<file path="src/rtl/psum_accum_ctrl.sv">
// Partial-sum accumulate controller: two-stage read-modify-write into a PSUM row
// memory with same-address forwarding, followed by an optional in-order drain through a 2-entry FIFO.
module psum_accum_ctrl #(
  parameter int ADDR_PSUM = 12,
  parameter int PSUM_BW   = 32
) (
  input  logic                 clk,
  input  logic                 reset,
  input  logic                 start,
  input  logic                 first_pass,
  input  logic                 pass_last,
  input  logic [ADDR_PSUM:0]   drain_len,
  input  logic                 pass_end,
  input  logic                 in_valid,
  input  logic [ADDR_PSUM-1:0] in_addr,
  input  logic [PSUM_BW-1:0]   in_data,
  output logic                 mem_ena,
  output logic                 mem_wea,
  output logic [ADDR_PSUM-1:0] mem_addra,
  output logic [PSUM_BW-1:0]   mem_dina,
  output logic                 mem_enb,
  output logic [ADDR_PSUM-1:0] mem_addrb,
  input  logic [PSUM_BW-1:0]   mem_doutb,
  output logic                 out_valid,
  input  logic                 out_ready,
  output logic [PSUM_BW-1:0]   out_data,
  output logic                 out_last,
  output logic                 busy,
  output logic                 done
);

  typedef enum logic [2:0] {IDLE, ACCUM, FLUSH, DRAIN, DONE} state_t;

  state_t               r_state, w_next;
  logic                 r_first_pass, r_pass_last;
  logic [ADDR_PSUM:0]   r_drain_len;

  logic                 r_s1_valid, r_fwd;
  logic [ADDR_PSUM-1:0] r_s1_addr;
  logic [PSUM_BW-1:0]   r_s1_data, r_fwd_data;

  logic [ADDR_PSUM:0]   r_rd_addr;
  logic                 r_inflight, r_inf_last;
  logic [PSUM_BW-1:0]   r_fifo_data [2];
  logic                 r_fifo_last [2];
  logic                 r_wr_ptr, r_rd_ptr;
  logic [1:0]           r_count;

  logic                 w_accum, w_drain, w_busy, w_done;
  logic                 w_s0_fire, w_rd_issue, w_fifo_valid, w_pop, w_head_last;
  logic [2:0]           w_occ;
  logic [ADDR_PSUM:0]   w_rd_next;
  logic [PSUM_BW-1:0]   w_operand, w_sum, w_head_data;

  // NOTE: every always_comb output gets a default first so no path can infer a latch.
  always_comb begin
    w_next  = r_state;
    w_accum = 1'b0;
    w_drain = 1'b0;
    w_busy  = 1'b1;
    w_done  = 1'b0;
    case (r_state)
      IDLE: begin
        w_busy = 1'b0;
        if (start) w_next = ACCUM;
      end
      ACCUM: begin
        w_accum = 1'b1;
        if (pass_end) w_next = FLUSH;
      end
      FLUSH: begin
        if (!r_s1_valid)
          w_next = (r_pass_last && (r_drain_len != '0)) ? DRAIN : DONE;
      end
      DRAIN: begin
        w_drain = 1'b1;
        if (w_pop && w_head_last) w_next = DONE;
      end
      DONE: begin
        w_done = 1'b1;
        w_next = IDLE;
      end
      default: w_next = IDLE;
    endcase
  end

  // Accumulate datapath: S0 issues the read, S1 adds and writes back.
  assign w_s0_fire = w_accum && in_valid;
  assign w_operand = r_first_pass ? '0 : (r_fwd ? r_fwd_data : mem_doutb);
  assign w_sum     = w_operand + r_s1_data;

  // Drain datapath: reads are throttled so FIFO entries plus in-flight reads never exceed two.
  assign w_fifo_valid = w_drain && (r_count != 2'd0);
  assign w_pop        = w_fifo_valid && out_ready;
  assign w_head_data  = r_fifo_data[r_rd_ptr];
  assign w_head_last  = r_fifo_last[r_rd_ptr];
  assign w_occ        = {1'b0, r_count} + {2'b00, r_inflight} - {2'b00, w_pop};
  assign w_rd_issue   = w_drain && (r_rd_addr < r_drain_len) && (w_occ < 3'd2);
  assign w_rd_next    = r_rd_addr + {{ADDR_PSUM{1'b0}}, 1'b1};

  // Outputs are forced low while reset is asserted, independent of register state.
  assign mem_enb   = !reset && (w_s0_fire || w_rd_issue);
  assign mem_addrb = !mem_enb ? '0 : (w_s0_fire ? in_addr : r_rd_addr[ADDR_PSUM-1:0]);
  assign mem_ena   = !reset && r_s1_valid;
  assign mem_wea   = mem_ena;
  assign mem_addra = mem_ena ? r_s1_addr : '0;
  assign mem_dina  = mem_ena ? w_sum : '0;
  assign out_valid = !reset && w_fifo_valid;
  assign out_data  = out_valid ? w_head_data : '0;
  assign out_last  = out_valid && w_head_last;
  assign busy      = !reset && w_busy;
  assign done      = !reset && w_done;

  // NOTE: sequential state uses non-blocking assignments so every register samples pre-edge values.
  always_ff @(posedge clk) begin
    if (reset) begin
      r_state      <= IDLE;
      r_first_pass <= 1'b0;
      r_pass_last  <= 1'b0;
      r_drain_len  <= '0;
      r_s1_valid   <= 1'b0;
      r_fwd        <= 1'b0;
      r_rd_addr    <= '0;
      r_inflight   <= 1'b0;
      r_wr_ptr     <= 1'b0;
      r_rd_ptr     <= 1'b0;
      r_count      <= 2'd0;
    end else begin
      r_state    <= w_next;
      r_s1_valid <= w_s0_fire;
      r_fwd      <= w_s0_fire && r_s1_valid && (in_addr == r_s1_addr);
      if (r_state == IDLE && start) begin
        r_first_pass <= first_pass;
        r_pass_last  <= pass_last;
        r_drain_len  <= drain_len;
        r_rd_addr    <= '0;
      end else if (w_rd_issue) begin
        r_rd_addr <= w_rd_next;
      end
      r_inflight <= w_rd_issue;
      r_wr_ptr   <= r_wr_ptr ^ r_inflight;
      r_rd_ptr   <= r_rd_ptr ^ w_pop;
      r_count    <= r_count + {1'b0, r_inflight} - {1'b0, w_pop};
    end
  end

  // NOTE: payload registers and FIFO storage are left unreset; their valid/count qualifiers are reset.
  always_ff @(posedge clk) begin
    r_s1_addr  <= in_addr;
    r_s1_data  <= in_data;
    r_fwd_data <= w_sum;
    if (w_rd_issue) r_inf_last <= (w_rd_next == r_drain_len);
    if (r_inflight) begin
      r_fifo_data[r_wr_ptr] <= mem_doutb;
      r_fifo_last[r_wr_ptr] <= r_inf_last;
    end
  end

endmodule

</file>
<file path="config.mk">
export PLATFORM = sky130hd
export DESIGN_NAME = psum_accum_ctrl
export DESIGN_NICKNAME = d
export VERILOG_FILES = /design/src/rtl/psum_accum_ctrl.sv
export SDC_FILE = /design/constraint.sdc
export NUM_CORES = 1
export LEC_CHECK = 0
export ABC_AREA = 1
export BUFFER_PORTS_ARGS = -buffer_cell sky130_fd_sc_hd__clkbuf_2
export CAP_MARGIN = 15
export CORE_MARGIN = 5
export CORE_UTILIZATION = 60
export DETAILED_ROUTE_END_ITERATION = 12
export PLACE_DENSITY_LB_ADDON = 0.08
export SYNTH_ARGS = -nofsm -noshare
export SYNTH_HDL_FRONTEND = slang
export SYNTH_SLANG_ARGS = --single-unit
</file>
<file path="constraint.sdc">
create_clock -name clk -period 10.3 [get_ports clk]
set_input_delay 2.575 -clock clk [delete_from_list [all_inputs] [get_ports clk]]
set_output_delay 2.575 -clock clk [all_outputs]
set_load 0.01 [all_outputs]
</file>
# Word level (Yosys, flattened, before mapping)
# Memory sizes are Yosys's and may differ from the RTL's. A register that Yosys moved wholly into a read port is not among the register bits.
# Cells that the tools add are included.
# W data, S select, Z words.
# word_totals
ram_bits,66
elab_cells,81
output_inout_bits,95
memories,2
ff_bits,115
# classes
reduce_logical,23
add_sub_neg,6
magnitude_cmp,2
n_bitwise,2
muxes,21
eq_ne,10
# mem_list
name,depth,word_bits,rd,rd_clocked_by_memory_dff,wr,line_no,text
r_fifo_data,2,32,1,1,1,44,logic [PSUM_BW-1:0] r_fifo_data [2];
r_fifo_last,2,1,1,1,1,45,logic r_fifo_last [2];
# op_table
operator,count
$mux W32,4
$mux W12,3
$add A32 B32 Y32,1
$logic_and A1 B1 Y1,16
$mux W3,5
$add A13 B1 Y13 const B,1
$eq A13 B13 Y1,1
$lt A13 B13 Y1,1
$reduce_bool A13 Y1,1
$eq A12 B12 Y1,1
$pmux W3 S4,1
$mux W1,8
$ne A2 B2 Y1 const B,4
$eq A3 B2 Y1 const B,2
$reduce_and A4 Y1,1
$add A2 B1 Y3,1
$eq A3 B1 Y1 const B,1
$eq A3 B3 Y1 const B,1
$logic_not A3 Y1,1
$lt A3 B2 Y1 const B,1
$sub A3 B1 Y3,1
$add A2 B1 Y2,1
$reduce_bool A2 Y1,1
$reduce_or A2 Y1,1
other kinds (4),5

# Longest topological paths before layout
# Gate-level depths: netlist of run 1.
# logic_depth
word_depth,10
mapped_depth,19
depth_no_buf,18

# Worst setup path before layout of run 1
# Ideal clock, no wire load.
# synth_timing
path_kind,input -> output
start,input port out_ready
end,output port mem_addrb[10]
path_slack_ps,3164
required_ps,7725
cell_stages,14
arrival_ps,4561
cell_sequence,inv_1 > nor2_1 > ha_1 > inv_1 > ha_1 > fa_1 > nor2_1 > nand2_1 > nor2_2 > nand2_1 > nor2_4 > nand3_2 > buf_4 > a21boi_1
# synth_via
elab_chain_len,7
# synth_rtl
element,line_no,text
"start, declared",25,"input logic out_ready,"
$logic_and A1 B1 Y1,94,assign w_pop = w_fifo_valid && out_ready;
$sub A3 B1 Y3,97,"assign w_occ = {1'b0, r_count} + {2'b00, r_inflight} - {2'b00, w_pop};"
named net w_occ[1],51,logic [2:0] w_occ;
$lt A3 B2 Y1,98,assign w_rd_issue = w_drain && (r_rd_addr < r_drain_len) && (w_occ < 3'd2);
$logic_and A1 B1 Y1,98,
$logic_or A1 B1 Y1,102,assign mem_enb = !reset && (w_s0_fire || w_rd_issue);
$logic_and A1 B1 Y1,102,
$mux W12,103,assign mem_addrb = !mem_enb ? '0 : (w_s0_fire ? in_addr : r_rd_addr[ADDR_PSUM-1:0]);
"end, declared",22,"output logic [ADDR_PSUM-1:0] mem_addrb,"
# The timed path passes the listed nets, and every way through them passes these cells.

# Final worst setup path of run 1
# layout_timing
start,input port out_ready
end,output port mem_addrb[11]
# The elaborated chain is that of the path after synthesis.

==> flow_summary.ini, run 1 <==
[route]
drc = 0
dr_wl_met3_um = 1307
routed_wl_um = 26260
wl_per_cell_um = 14.61
drt_iter0_markers = 522
firstDrtPassIters = 5
vias = 9195
wl_met2_um = 13200
drt-vias-per-instance = 5.114
wl_met1_um = 11030
ant_nets = 0
highest_layer = met4

[yosys]
synthDistinctLibCells = 40
ys_warn_count = 0
syn_avg_cell_area_um2 = 7.147
synth_top_area_cell = dfxtp_1
synth_edf_count = 67
async_reset_ff_frac = 0
synth_cells = 1384
post-synth-top-count-cell = nand2_1
synth_common_cells = 419 x nand2_1, 208 x inv_1, 200 x nor2_1
syn_nets = 1532
syn_area_um2 = 9892
synth_ff_type = dfxtp_1
synth_top_area_share = 0.2307
synthTopCellsByArea = dfxtp_1 23%, edfxtp_1 20%, nand2_1 16%, inv_1 7.9%, nor2_1 7.6%
synth-seq-cells = 181
yosysSeqAreaShare = 0.4341

[timing]
fin_skew_ps = 8.074
finalCritPeriodShare = 0.7696
min_period_ps = 7927
drv_slew = 0
hold_violations = 0
rsz0062_at_grt = no
worstMarginPinSlew_ps = 1077
tns_ps = 0
relSlewSlack = 0.2812
max_freq_ghz = 0.1262
setup_violations = 0

[clocking]
clock_path_buffers = 2
cts_hold_buf = 0
root_buffer = clkbuf_16
htreeDepth = 4
numCtsBuffers = 17
clk_pin_slew_ps = 70
cts_resized = 0
cts_setup_buffers = 0
cts.sinks = 181
clk_latency_ps = 430
cts_tree = yes

[placement]
place_hpwl_um = 20220
place_inst = 1766
postPlaceCellArea_um2 = 11020
port_buffers = 191
place.gp.congestion = 0.9679

[grt]
grt_pass1_wl_um = 42290
grtUsageTotal = 0.2707
grt_pass1_vias = 8812
overflow = 0
antenna_found_initial = 0
grt_max_degree = 42

[status]
status = finished, final reports clean

[power_and_ir_drop]
p_int_w = 0.001382
combPwrFrac = 0.295
leakage_nw = 5.983
ir_drop_uv = 139.6
switching_share = 0.3485
clkPwrFrac = 0.292
switchingPower_w = 0.0007395
power_density_nw_per_um2 = 183.3
pwr-share-seq = 0.413
power_w = 0.002122

[worst_setup_path]
end_kind = output pin
start_kind = input pin
path_max_fanout = 15
critPathArrivalTime_ps = 5350
crit_type = in -> out
crit_required_ps = 7730

[final_layout]
drive_gt1_frac = 0.1521
fin_cells = 1798
nets = 1713
final_area_um2 = 11580
post-route-util = 0.7056
diodes = 0
area_growth_pct = 17.04
fill_cells = 1394

[die]
fp.coreArea_um2 = 16410
pin_count = 192
die_w_um = 138.4
initial_utilization = 0.6029
num_rows = 47
die_h_um = 138.4
die_area_um2 = 19150

[worst_hold_path]
min_path_type = reg -> reg

[run]
maxCapViolCount = 0
-- power groups by stage --
stage	Sequential, W	Combinational [W]	Clock (W)
2_1_floorplan	0.000877	0.000455	0
3_3_place_gp	0.000888	0.000608	0
3_5_place_dp	0.000889	0.000615	0
4_1_cts	0.000875	0.000621	0.000627
5_1_grt	0.000884	0.000709	0.000660
6_report	0.000876	0.000626	0.000620
-- cells in the final DEF, fill, tap and decap left out, types with 2 or more instances in the layout --
cell type	netlist	routed
nand2_2	2	2
nor4_1	2	2
a221oi_1	2	2
clkinv_2	0	2
and2_1	4	4
a21boi_1	9	9
a21oi_1	77	77
ha_1	49	49
inv_2	4	4
clkinv_4	0	4
a21boi_0	3	3
nand4_1	4	4
xor2_1	10	10
inv_1	208	208
clkbuf_2	0	191
edfxtp_1	67	67
clkbuf_16	0	17
nor2_2	2	2
buf_4	3	8
nand3b_1	11	11
nand2_1	419	419
clkinv_1	2	4
nor2_1	200	200
o22ai_1	6	6
o21bai_1	2	2
inv_6	0	3
dfxtp_1	114	114
fa_1	2	2
nor3_1	7	7
o21ai_0	60	60
nand3_1	55	55
nor2_4	3	3
xnor2_1	15	15
-- state kept, by name, indices dropped and copies added (netlist names) --
signal and count:
r_fifo_last 2, r_first_pass 1, r_wr_ptr 1, r_pass_last 1, r_inflight 1, r_s1_addr 12, r_fwd_data 32, r_count 2
r_fwd 1, r_s1_valid 1, r_s1_data 32, r_fifo_data 64, r_rd_ptr 1, r_state 3, r_drain_len 13, r_rd_addr 13
r_inf_last 1
-- per-layer routing --
metal,up-vias,GRT usage
li1,4703,-
met1,4176,0.3265
met2,266,0.4872
met3,50,0.04593
met4,0,0.09620
met5,-,0
-- worst max-delay path, cell delays in order --
cell,delay (ps)
clkbuf_2,100
inv_1,40
nor2_1,160
ha_1,260
inv_1,50
ha_1,160
fa_1,440
nor2_1,130
nand2_1,80
nor2_2,100
nand2_1,90
nor2_4,340
nand3_2,350
a21boi_0,310
clkbuf_2,170
-- worst paths after layout --
path / slack (ps) / cells after the start / start / end
max reg2reg: 7110 / 15 / r_state[0] / r_inf_last
min: 470 / 0 / r_inf_last / r_fifo_last[1]
max: 2370 / 15 / out_ready / mem_addrb[11]
min reg2reg: 470 / 0 / r_inf_last / r_fifo_last[1]
-- per-stage QoR --
| stage | setup slack (ps) | hold slack [ps] |
|---|---|---|
| finish | 2373 | 465.4 |
| detailed placement | 2487 | 455.9 |
| global route | 2165 | 470.0 |
| global placement | 2622 | 449.3 |
| floorplan | 3164 | 421.5 |
| CTS | 2431 | 466.7 |
-- final cells by class --
type	count	area, um2	share of cell area
repair buffers	199	1016	0.08775
flip-flops and latches	181	4294	0.3709
clock buffers	18	429.2	0.03707
well taps	220	275.3	0.02378
inverters	214	803.3	0.06938
clock inverters	14	127.6	0.01102
multi-input cells	952	4632	0.4001
-- cell families after synthesis --
logic type	count (synthesis)	synth area share
AOI/OAI and AO/OA	164	0.08930
xor gates and xnor gates	26	0.02441
adders and majority gates	51	0.06603
buffers and inverters	251	0.09765
DFF	181	0.4341
and+or+nand+nor	711	0.2885
Power figures use the tool's default switching activity.
==> run 2: changes to the inputs <==
--- a/config.mk
+++ b/config.mk
@@ -9,7 +9,7 @@
 export BUFFER_PORTS_ARGS = -buffer_cell sky130_fd_sc_hd__clkbuf_2
 export CAP_MARGIN = 15
 export CORE_MARGIN = 5
-export CORE_UTILIZATION = 60
+export CORE_UTILIZATION = 51
 export DETAILED_ROUTE_END_ITERATION = 12
 export PLACE_DENSITY_LB_ADDON = 0.08
 export SYNTH_ARGS = -nofsm -noshare
==> constraint.sdc (replaced) <==
create_clock -name clk -period 6.9 [get_ports clk]
set_input_delay 1.725 -clock clk [delete_from_list [all_inputs] [get_ports clk]]
set_output_delay 1.725 -clock clk [all_outputs]
set_load 0.01 [all_outputs]
==> flow_summary.ini, run 2 (synthesis results as in run 1) <==
[status]
status = finished, final reports clean

[timing]
max_freq_ghz = 0.1707
relSlewSlack = 0.2361
setup_violations = 0
min_period_ps = 5858
rsz0062_at_grt = no
hold_violations = 0
hold_slack_ps = 482.0
tns_ps = 0
drv_slew = 0
fin_skew_ps = 13.79
worstMarginPinSlew_ps = 1143
finalCritPeriodShare = 0.8490

[placement]
port_buffers = 191
place.gp.congestion = 0.9401
place_hpwl_um = 20750

[route]
vias = 8970
firstDrtPassIters = 5
ant_nets = 0
wl_per_cell_um = 14.67
drt_iter0_markers = 561
drc = 0
drt-vias-per-instance = 4.864
routed_wl_um = 27050

[power_and_ir_drop]
leakage_nw = 5.991
pwr-share-seq = 0.413
p_int_w = 0.002075
clkPwrFrac = 0.294
power_density_nw_per_um2 = 272.0
switching_share = 0.3451
switchingPower_w = 0.001093
combPwrFrac = 0.293
ir_drop_uv = 169.1

[clocking]
cts_resized = 0
clock_path_buffers = 2
cts_setup_buffers = 0
cts_tree = yes
numCtsBuffers = 17
cts_hold_buf = 0
clk_pin_slew_ps = 70
clk_latency_ps = 440
root_buffer = clkbuf_16
htreeDepth = 4
cts.sinks = 181

[final_layout]
area_growth_pct = 17.76
final_common_cell = nand2_1
most-common-layout-cells = 419 x nand2_1, 208 x inv_1, 200 x nor2_1, 191 x clkbuf_2, 114 x dfxtp_1
reg.largest.list = r_fifo_data (64), r_fwd_data (32), r_s1_data (32)
top_register = r_fifo_data
largest_reg_flops = 64
drive_gt1_frac = 0.1539
diodes = 0
fill_cells = 1905
nets = 1714

[grt]
grt_pass1_wl_um = 42890
grt_max_degree = 36
grtUsageTotal = 0.2457
top_usage_layer = met2
antenna_found_initial = 0
grtUsageMet2 = 0.4263
grt_use_met1 = 0.3115
grt_pass1_vias = 8590
grt_util_met3 = 0.03920
overflow = 0

[worst_setup_path]
end_kind = output pin
crit_required_ps = 5180
critPathArrivalTime_ps = 4130
path_max_fanout = 14
crit_type = in -> out
start_kind = input pin

[die]
die_w_um = 149.3
num_rows = 51
initial_utilization = 0.5133
fp.coreArea_um2 = 19270
die_area_um2 = 22280
pin_count = 192
die_h_um = 149.3

[run]
maxCapViolCount = 0

[worst_hold_path]
min_path_type = reg -> reg
run 2: critical path, stage by stage:
cell	delay, ps
clkbuf_2	90
inv_1	30
nor2_1	160
ha_1	260
inv_1	60
ha_1	150
fa_1	430
nor2_1	100
nand2_1	70
nor2_2	100
nand2_1	80
nor2_4	110
nand3_2	290
a21boi_0	300
clkbuf_2	170
run 2: per-stage QoR:
step	area (um2)	power, W	util	cells	setup WS [ps]
3_5_place_dp	11080	0.002248	0.5752	1812	1029
3_3_place_gp	11080	0.002236	0.5752	1812	1152
2_1_floorplan	9892	0.001989	-	1384	1464
6_report	11650	0.003168	0.6045	1844	1042
4_1_cts	11650	0.003188	0.6045	1844	1028
5_1_grt	11650	0.003387	0.6045	1844	775.8
run 2: layout make-up:
| class | instances | area, um2 | share of cell area |
|---|---|---|---|
| well taps | 265 | 331.6 | 0.02846 |
| flip-flops and latches | 181 | 4294 | 0.3686 |
| multi-input cells | 952 | 4632 | 0.3976 |
| inverters | 214 | 803.3 | 0.06896 |
| clock buffers | 19 | 442.9 | 0.03802 |
| repair buffers | 200 | 1023 | 0.08786 |
| clock inverters | 13 | 121.4 | 0.01042 |
run 2: path summary, 6_finish.rpt:
kind	start	end	slack, ps	cells past startpoint
min	r_inf_last	r_fifo_last[1]	480	0
max	out_ready	mem_addrb[0]	1040	15
max reg2reg	r_fwd	r_fwd_data[25]	3740	15
min reg2reg	r_inf_last	r_fifo_last[1]	480	0
run 2: metal layers:
layer | part of all wire | vias up
li1 | - | 4697
met1 | 0.44 | 4005
met2 | 0.49 | 224
met3 | 0.043 | 44
met4 | 0.027 | 0
met5 | 0 | -
run 2: power by group through the flow:
stage	clock [W]	sequential (W)	combinational [W]
after CTS	0.000954	0.00131	0.000927
after global routing	0.00100	0.00132	0.00106
after global placement	0	0.00133	0.000908
after detailed placement	0	0.00133	0.000920
final	0.000932	0.00131	0.000929
after floorplan	0	0.00131	0.000679
